$ cat config.mk
export PLATFORM = sky130hd
export DESIGN_NAME = bw_io_cmos2_term_cal
export DESIGN_NICKNAME = d
export VERILOG_FILES = /design/src/rtl/bw_io_term_pkg.sv /design/src/rtl/bw_io_term_filt.sv /design/src/rtl/bw_io_cmos2_term_cal.sv
export SDC_FILE = /design/constraint.sdc
export NUM_CORES = 1
export LEC_CHECK = 0
export ABC_AREA = 1
export CORE_MARGIN = 5
export CORE_UTILIZATION = 59
export CTS_CLUSTER_DIAMETER = 200
export CTS_CLUSTER_SIZE = 8
export DETAILED_ROUTE_END_ITERATION = 8
export PLACE_DENSITY_LB_ADDON = 0.3
export SETUP_SLACK_MARGIN = 0.3
export SLEW_MARGIN = 10
export SYNTH_ARGS = -nofsm -noshare
export SYNTH_HDL_FRONTEND = slang
export SYNTH_SLANG_ARGS = --single-unit
$ cat constraint.sdc
create_clock -name clk -period 3 [get_ports clk]
set_input_delay 0.45 -clock clk [delete_from_list [all_inputs] [get_ports clk]]
set_output_delay 0.45 -clock clk [all_outputs]
set_load 0.05 [all_outputs]
$ cat src/rtl/bw_io_term_pkg.sv
// Shared types and constants for the CMOS2 pulldown termination calibration slice.
package bw_io_term_pkg;

   typedef enum logic [2:0] {
      ST_IDLE   = 3'd0,
      ST_SETTLE = 3'd1,
      ST_SAMPLE = 3'd2,
      ST_LOCKED = 3'd3,
      ST_TRACK  = 3'd4
   } term_cal_st_t;

   // A tracking pass gives up after this many filter thresholds' worth of samples.
   localparam int TRACK_MAX_SMP = 4;

   function automatic int unsigned term_midscale(input int unsigned code_w);
      return 32'd1 << (code_w - 32'd1);
   endfunction

endpackage

$ cat src/rtl/bw_io_term_filt.sv
// Comparator synchronizer plus signed up/down vote filter.
// step_up/step_dn are combinational pulses in the sample cycle that reaches
// the threshold; the filter empties itself on that same edge.
module bw_io_term_filt #(
   parameter int FILT_TH = 4
) (
   input  logic clk,
   input  logic rst,
   input  logic comp_hi,
   input  logic clear,
   input  logic sample_en,
   output logic step_up,
   output logic step_dn
);
   localparam int FW = $clog2(FILT_TH + 1) + 1;
   localparam logic signed [FW-1:0] F_ONE = FW'(1);
   localparam logic signed [FW-1:0] TH_P  = FW'(FILT_TH);
   localparam logic signed [FW-1:0] TH_N  = FW'(-FILT_TH);

   logic                 sync1_q, sync1_d;
   logic                 sync2_q, sync2_d;
   logic signed [FW-1:0] filt_q, filt_d, filt_nxt;

   // Vote accumulation and threshold detection.
   always_comb begin
      sync1_d  = comp_hi;
      sync2_d  = sync1_q;
      filt_nxt = sync2_q ? (filt_q + F_ONE) : (filt_q - F_ONE);
      step_up  = sample_en && !clear && (filt_nxt == TH_P);
      step_dn  = sample_en && !clear && (filt_nxt == TH_N);
      filt_d   = filt_q;
      if (clear)
         filt_d = '0;
      else if (sample_en)
         filt_d = (step_up || step_dn) ? '0 : filt_nxt;
   end

   // Synchronizer and filter state.
   always_ff @(posedge clk) begin
      if (rst) begin
         sync1_q <= 1'b0;
         sync2_q <= 1'b0;
         filt_q  <= '0;
      end else begin
         sync1_q <= sync1_d;
         sync2_q <= sync2_d;
         filt_q  <= filt_d;
      end
   end

endmodule

$ cat src/rtl/bw_io_cmos2_term_cal.sv
// Closed-loop pulldown termination calibration: one-shot lock, then periodic tracking.
//
//   state  | meaning
//   IDLE   | out of reset, waiting for cal_start
//   SETTLE | waiting for pads to settle on the applied code
//   SAMPLE | voting comparator samples, stepping code, counting reversals
//   LOCKED | code calibrated; interval timer runs when cal_en=1
//   TRACK  | single filter pass, at most one code step, then back to LOCKED
module bw_io_cmos2_term_cal import bw_io_term_pkg::*; #(
   parameter int CODE_W   = 6,
   parameter int SETTLE   = 8,
   parameter int FILT_TH  = 4,
   parameter int INTERVAL = 1024
) (
   input  logic              clk,
   input  logic              rst,
   input  logic              cal_start,
   input  logic              cal_en,
   input  logic              comp_hi,
   input  logic              upd_ok,
   output logic [CODE_W-1:0] term_code,
   output logic              code_vld,
   output logic              cal_busy,
   output logic              cal_done,
   output logic              cal_err
);
   localparam logic [CODE_W-1:0] CODE_MID = CODE_W'(term_midscale(CODE_W));
   localparam logic [CODE_W-1:0] CODE_MAX = '1;
   localparam logic [CODE_W-1:0] CODE_ONE = CODE_W'(1);
   localparam int SET_W = (SETTLE > 1) ? $clog2(SETTLE) : 1;
   localparam logic [SET_W-1:0]  SET_LD   = SET_W'(SETTLE - 1);
   localparam int INT_W = $clog2(INTERVAL);
   localparam logic [INT_W-1:0]  INT_TC   = INT_W'(INTERVAL - 1);
   localparam int SMP_N = TRACK_MAX_SMP * FILT_TH;
   localparam int SMP_W = (SMP_N > 1) ? $clog2(SMP_N) : 1;
   localparam logic [SMP_W-1:0]  SMP_TC   = SMP_W'(SMP_N - 1);
   localparam logic [1:0] DIR_NONE = 2'd0;
   localparam logic [1:0] DIR_UP   = 2'd1;
   localparam logic [1:0] DIR_DN   = 2'd2;

   term_cal_st_t      state_q, state_d;
   logic [CODE_W-1:0] code_q, code_d;
   logic [CODE_W-1:0] term_code_q, term_code_d;
   logic [SET_W-1:0]  set_cnt_q, set_cnt_d;
   logic [INT_W-1:0]  int_cnt_q, int_cnt_d;
   logic [SMP_W-1:0]  smp_cnt_q, smp_cnt_d;
   logic [1:0]        dir_q, dir_d;
   logic              rev_q, rev_d;
   logic              err_q, err_d;
   logic              done_q, done_d;
   logic              filt_clr, sample_en, step_up, step_dn;
   logic              restart, stepping, sat;
   logic [1:0]        dir_new;

   bw_io_term_filt #(.FILT_TH(FILT_TH)) u_filt (
      .clk       (clk),
      .rst       (rst),
      .comp_hi   (comp_hi),
      .clear     (filt_clr),
      .sample_en (sample_en),
      .step_up   (step_up),
      .step_dn   (step_dn)
   );

   // Next-state, code stepping, counters and the update-window apply rule.
   always_comb begin
      state_d   = state_q;
      code_d    = code_q;
      set_cnt_d = set_cnt_q;
      int_cnt_d = '0;
      smp_cnt_d = smp_cnt_q;
      dir_d     = dir_q;
      rev_d     = rev_q;
      err_d     = err_q;
      done_d    = 1'b0;
      filt_clr  = 1'b0;
      sample_en = 1'b0;
      restart   = 1'b0;
      stepping  = step_up || step_dn;
      sat       = (step_up && code_q == CODE_MAX) || (step_dn && code_q == '0);
      dir_new   = step_up ? DIR_UP : DIR_DN;
      case (state_q)
         ST_IDLE: begin
            if (cal_start) restart = 1'b1;
         end
         ST_SETTLE: begin
            // Hold the timer until the pads actually carry the working code.
            if (term_code_q != code_q)
               set_cnt_d = SET_LD;
            else if (set_cnt_q == '0)
               state_d = ST_SAMPLE;
            else
               set_cnt_d = set_cnt_q - SET_W'(1);
         end
         ST_SAMPLE: begin
            sample_en = 1'b1;
            if (stepping) begin
               if (sat) begin
                  err_d   = 1'b1;
                  state_d = ST_LOCKED;
                  done_d  = 1'b1;
               end else begin
                  code_d    = step_up ? (code_q + CODE_ONE) : (code_q - CODE_ONE);
                  dir_d     = dir_new;
                  state_d   = ST_SETTLE;
                  set_cnt_d = SET_LD;
                  if (dir_q != DIR_NONE && dir_q != dir_new) begin
                     if (rev_q) begin
                        state_d = ST_LOCKED;
                        done_d  = 1'b1;
                     end else begin
                        rev_d = 1'b1;
                     end
                  end
               end
            end
         end
         ST_LOCKED: begin
            if (cal_start) begin
               restart = 1'b1;
            end else if (cal_en) begin
               if (int_cnt_q == INT_TC) begin
                  state_d   = ST_TRACK;
                  filt_clr  = 1'b1;
                  smp_cnt_d = '0;
               end else begin
                  int_cnt_d = int_cnt_q + INT_W'(1);
               end
            end
         end
         ST_TRACK: begin
            if (cal_start) begin
               restart = 1'b1;
            end else begin
               sample_en = 1'b1;
               if (stepping) begin
                  if (sat)
                     err_d = 1'b1;
                  else
                     code_d = step_up ? (code_q + CODE_ONE) : (code_q - CODE_ONE);
                  state_d = ST_LOCKED;
                  done_d  = 1'b1;
               end else if (smp_cnt_q == SMP_TC) begin
                  state_d = ST_LOCKED;
                  done_d  = 1'b1;
               end else begin
                  smp_cnt_d = smp_cnt_q + SMP_W'(1);
               end
            end
         end
         default: state_d = ST_IDLE;
      endcase
      // A restart overrides anything the current state decided, including a track commit.
      if (restart) begin
         state_d   = ST_SETTLE;
         code_d    = CODE_MID;
         set_cnt_d = SET_LD;
         dir_d     = DIR_NONE;
         rev_d     = 1'b0;
         err_d     = 1'b0;
         done_d    = 1'b0;
         filt_clr  = 1'b1;
      end
      term_code_d = upd_ok ? code_d : term_code_q;
   end

   // Controller registers.
   always_ff @(posedge clk) begin
      if (rst) begin
         state_q     <= ST_IDLE;
         code_q      <= CODE_MID;
         term_code_q <= CODE_MID;
         set_cnt_q   <= SET_LD;
         int_cnt_q   <= '0;
         smp_cnt_q   <= '0;
         dir_q       <= DIR_NONE;
         rev_q       <= 1'b0;
         err_q       <= 1'b0;
         done_q      <= 1'b0;
      end else begin
         state_q     <= state_d;
         code_q      <= code_d;
         term_code_q <= term_code_d;
         set_cnt_q   <= set_cnt_d;
         int_cnt_q   <= int_cnt_d;
         smp_cnt_q   <= smp_cnt_d;
         dir_q       <= dir_d;
         rev_q       <= rev_d;
         err_q       <= err_d;
         done_q      <= done_d;
      end
   end

   assign term_code = term_code_q;
   assign code_vld  = (state_q == ST_LOCKED) || (state_q == ST_TRACK);
   assign cal_busy  = (state_q != ST_IDLE) && (state_q != ST_LOCKED);
   assign cal_done  = done_q;
   assign cal_err   = err_q;

endmodule

==> results.txt <==
----------------------------------------------------
[STA]
  Hold violation count in the final report ... 0
  Post-route setup slack ... 0.374 ns
  Worst slew margin ... 65.4%
  Timing-limited maximum frequency ... 0.381 GHz
  Clock Skew ... 0.0103 ns
  Unrepaired setup endpoints after global routing ... no
  Count of endpoints failing setup in the final report ... 0
  Tightest Pin Transition ... 0.518 ns
  Total Negative Setup Slacks ... 0 ns
  Slew Limit Fails ... 0
  Minimum hold slack ... about 0.40 ns
  Tmin final ... approximately 2.6 ns
  Share of the clock period used by the worst path ... 87.5%

[Setup path]
  Slowest library cell on the worst path ... sky130_fd_sc_hd__dfxtp_4
  Crit path cell chain ... inv_4, ha_4, nand3_2, nand2_1, nand2_2, nand2_4, nand3_4, ha_4, nand2_1, nor3_2, nor2_1, nand2_1, nand2_1, o21ai_2, nand3_1, nand2_1, nand2_1
  Data required time of the critical path ... 3.21 ns
  Maximum fanout count along the critical path ... 7
  Endpoint kind of the worst setup timing path ... flop
  Stage delay of the slowest cell on the critical path ... 0.38 ns
  Data arrival time at the worst-slack endpoint ... 2.84 ns
  Crit path launch type ... flop
  Library cell appearing most often on the critical path ... sky130_fd_sc_hd__nand2_1
  Critical setup path kind ... reg -> reg

[Place]
  Count of port buffers added during placement ... 15
  Worst slack at placement ... just over 0.06 ns
  Total half-perimeter wirelength after legalization and detailed placement ... 4160 µm
  Number of cells after detailed placement ... 441
  Final Wtd Congestion ... 0.951
  Area after DPL ... 2770 µm²

[GRT]
  Initial antenna violation count ... 0
  GRT Util Overall ... a little over a fifth
  Vias in the first global route ... 2182
  Residual overflow from global routing ... 0
  Largest net degree at the start of global routing ... 15
  Global-route wire length before repair ... 9560 µm

[Clock tree]
  Root Buffer ... sky130_fd_sc_hd__clkbuf_8
  Number of levels in the clock H-tree ... 2
  CTS tree ... built
  Clock insertion delay at the later pin of the skew report ... 0.31 ns
  Reg clk slew, reported paths ... ~0.090 ns
  Maximum root-to-sink buffer count ... 2
  CTS buffer count ... 5
  TritonCTS Sinks ... 43

[Routing]
  Wirelength, routed ... 5950 µm
  DRC violation count after routing ... 0
  Starting DRT DRC Count ... 251
  Number of nets with antenna violations after routing ... 0
  Overall via count from detail_route ... 2453
  Per-cell routed wire length ... 13.1 µm
  Drt first pass iters ... 4
  Mean number of vias per cell ... 5.38

[Synth]
  Share of the yosys chip area belonging to registers ... 33.7%
  Number of warnings reported in the yosys synthesis log ... 0
  Post-synth EDFFs ... 0
  Fraction of registers with async set/reset ... 0%
  Total of flip-flops plus latches after synthesis ... 43
  Number of instances in the synthesized netlist ... 376
  Top_reg_cell synth ... sky130_fd_sc_hd__dfxtp_1
  Synthesized area per cell ... 6.80 µm²
  Synthesized net count ... just under 400
  Syn Std Cell Area ... 2560 µm²
  Number of library cell types mapped by synthesis ... 34

[Pwr]
  Power Density ... 524 nW/µm²
  Worst-case vdd ir drop ... 247 µV
  Sequential Power Share ... between 30 and 40%
  Clock network fraction of total power ... 30.3%
  Leakage component of the power ... between 1 and 1.5 nW
  Overall power ... around 1.6 mW
  Switching Power ... 0.579 mW
  Switch share ... ~36%
  Logic gate share of total power ... 30.6%
  Internal Pwr Total ... roughly 1.0 mW

[Cells and area]
  Core occupancy in the finished layout ... ~70%
  Leading cell type in the layout, fill and taps excluded ... sky130_fd_sc_hd__nand2_1
  Antenna Diode Count ... 0
  Layout cells sized above 1 ... 16.6%
  Most frequent cells in the layout ... 78 x sky130_fd_sc_hd__nand2_1, 55 x sky130_fd_sc_hd__inv_1, 43 x sky130_fd_sc_hd__nor2_1
  Final standard cell count with taps included and fillers excluded ... 456
  Total Nets Final ... ~420
  Final Instance Area ... 3090 µm²
  Area grow syn2layout ... 20.9%

[Job]
  Max Cap Violations ... 0

[Floorplanning]
  Chip Height ... around 76 µm
  Number of top-level design ports ... 16
  Die X ... 75.8 µm
  Standard cell core area ... 4290 µm²
  Initial core utilization ... around three fifths
  Die Footprint ... 5750 µm²
  Core Rows ... 24

[Outcome]
  Run status ... complete, no violations

[Worst hold path]
  Path type of the worst min-delay path ... reg -> reg

----------------------------------------------------
-- timing repair --
action	in CTS	in global routing
gates resized for setup	8	28
setup buffers	3	4
endpoints found under the setup margin	6	6
hold buffers	0	0
cloned	0	0
pin swaps	2	11
-- routing by layer --
layer	vias to the layer above	global-route usage, %	part of all wire [%]
li1	1265	-	-
met3	13	3.56	5.0
met5	-	0	0
met2	62	35.1	50
met1	1113	27.9	44
met4	0	9.71	1.4
-- logic make-up after synthesis --
group	after synthesis	synth area share (%)
AND/OR/NAND/NOR	186	34.0
XOR/XNOR	8	2.74
buffers and inverters	67	9.88
AO/OA/AOI/OAI	59	12.8
adder cells (fa/ha/maj)	13	6.95
flip-flops	43	33.7
-- state kept, by name (all words and copies together), names as in the netlist --
signal,flops
cal_done,1
cal_err,1
code_q,6
dir_q,2
int_cnt_q,10
rev_q,1
set_cnt_q,3
smp_cnt_q,4
state_q,3
term_code,6
u_filt.filt_q,4
u_filt.sync1_q,1
u_filt.sync2_q,1
-- path summary, 6_finish.rpt --
| check | startpoint | end | slack [ns] | cells after the start |
|---|---|---|---|---|
| min | u_filt.sync1_q | u_filt.sync2_q | 0.40 | 2 |
| max reg2reg | u_filt.sync2_q | term_code[5] | 0.37 | 17 |
| min reg2reg | u_filt.sync1_q | u_filt.sync2_q | 0.40 | 2 |
| max | u_filt.sync2_q | term_code[5] | 0.37 | 17 |
-- synthesized netlist by cell type, drive strengths merged, types with 4 or more instances --
cell | count | area (µm²)
a21oi | 17 | 85.1
xor2 | 4 | 35.0
a31oi | 4 | 31.3
inv | 64 | 240
nand2 | 88 | 355
nor2 | 48 | 208
nor3 | 11 | 55.1
nand3 | 28 | 178
nand4 | 4 | 25.0
o21ai | 30 | 150
xnor2 | 4 | 35.0
ha | 11 | 138
dfxtp | 43 | 861
nor3b | 4 | 30.0
-- worst max-delay path, delay by kind of cell (launching register included) --
kind / cells / cell delay, ns
AND/OR/NAND/NOR: 13 / 1.30
adder cells (fa/ha/maj): 2 / 0.63
buffers and inverters: 1 / 0.05
flip-flops: 1 / 0.38
AO/OA/AOI/OAI: 1 / 0.17
-- power by group through the flow --
stage / Sequential (mW) / Clock (mW) / Combinational [mW]
2_1_floorplan: 0.652 / 0 / 0.333
3_3_place_gp: 0.645 / 0 / 0.440
3_5_place_dp: 0.645 / 0 / 0.447
4_1_cts: 0.633 / 0.499 / 0.461
5_1_grt: 0.639 / 0.523 / 0.557
6_report: 0.634 / 0.490 / 0.496
-- final cells by class --
class	count	area, µm²
Clock inverter	2	38.8
Sequential cell	43	867
Fill cell	351	1200
Inverter	64	243
Tap cell	52	65.1
Multi-Input combinational cell	266	1590
Clock buffer	6	82.6
Timing Repair Buffer	23	210
No activity file was read; power rests on OpenSTA's default activity.
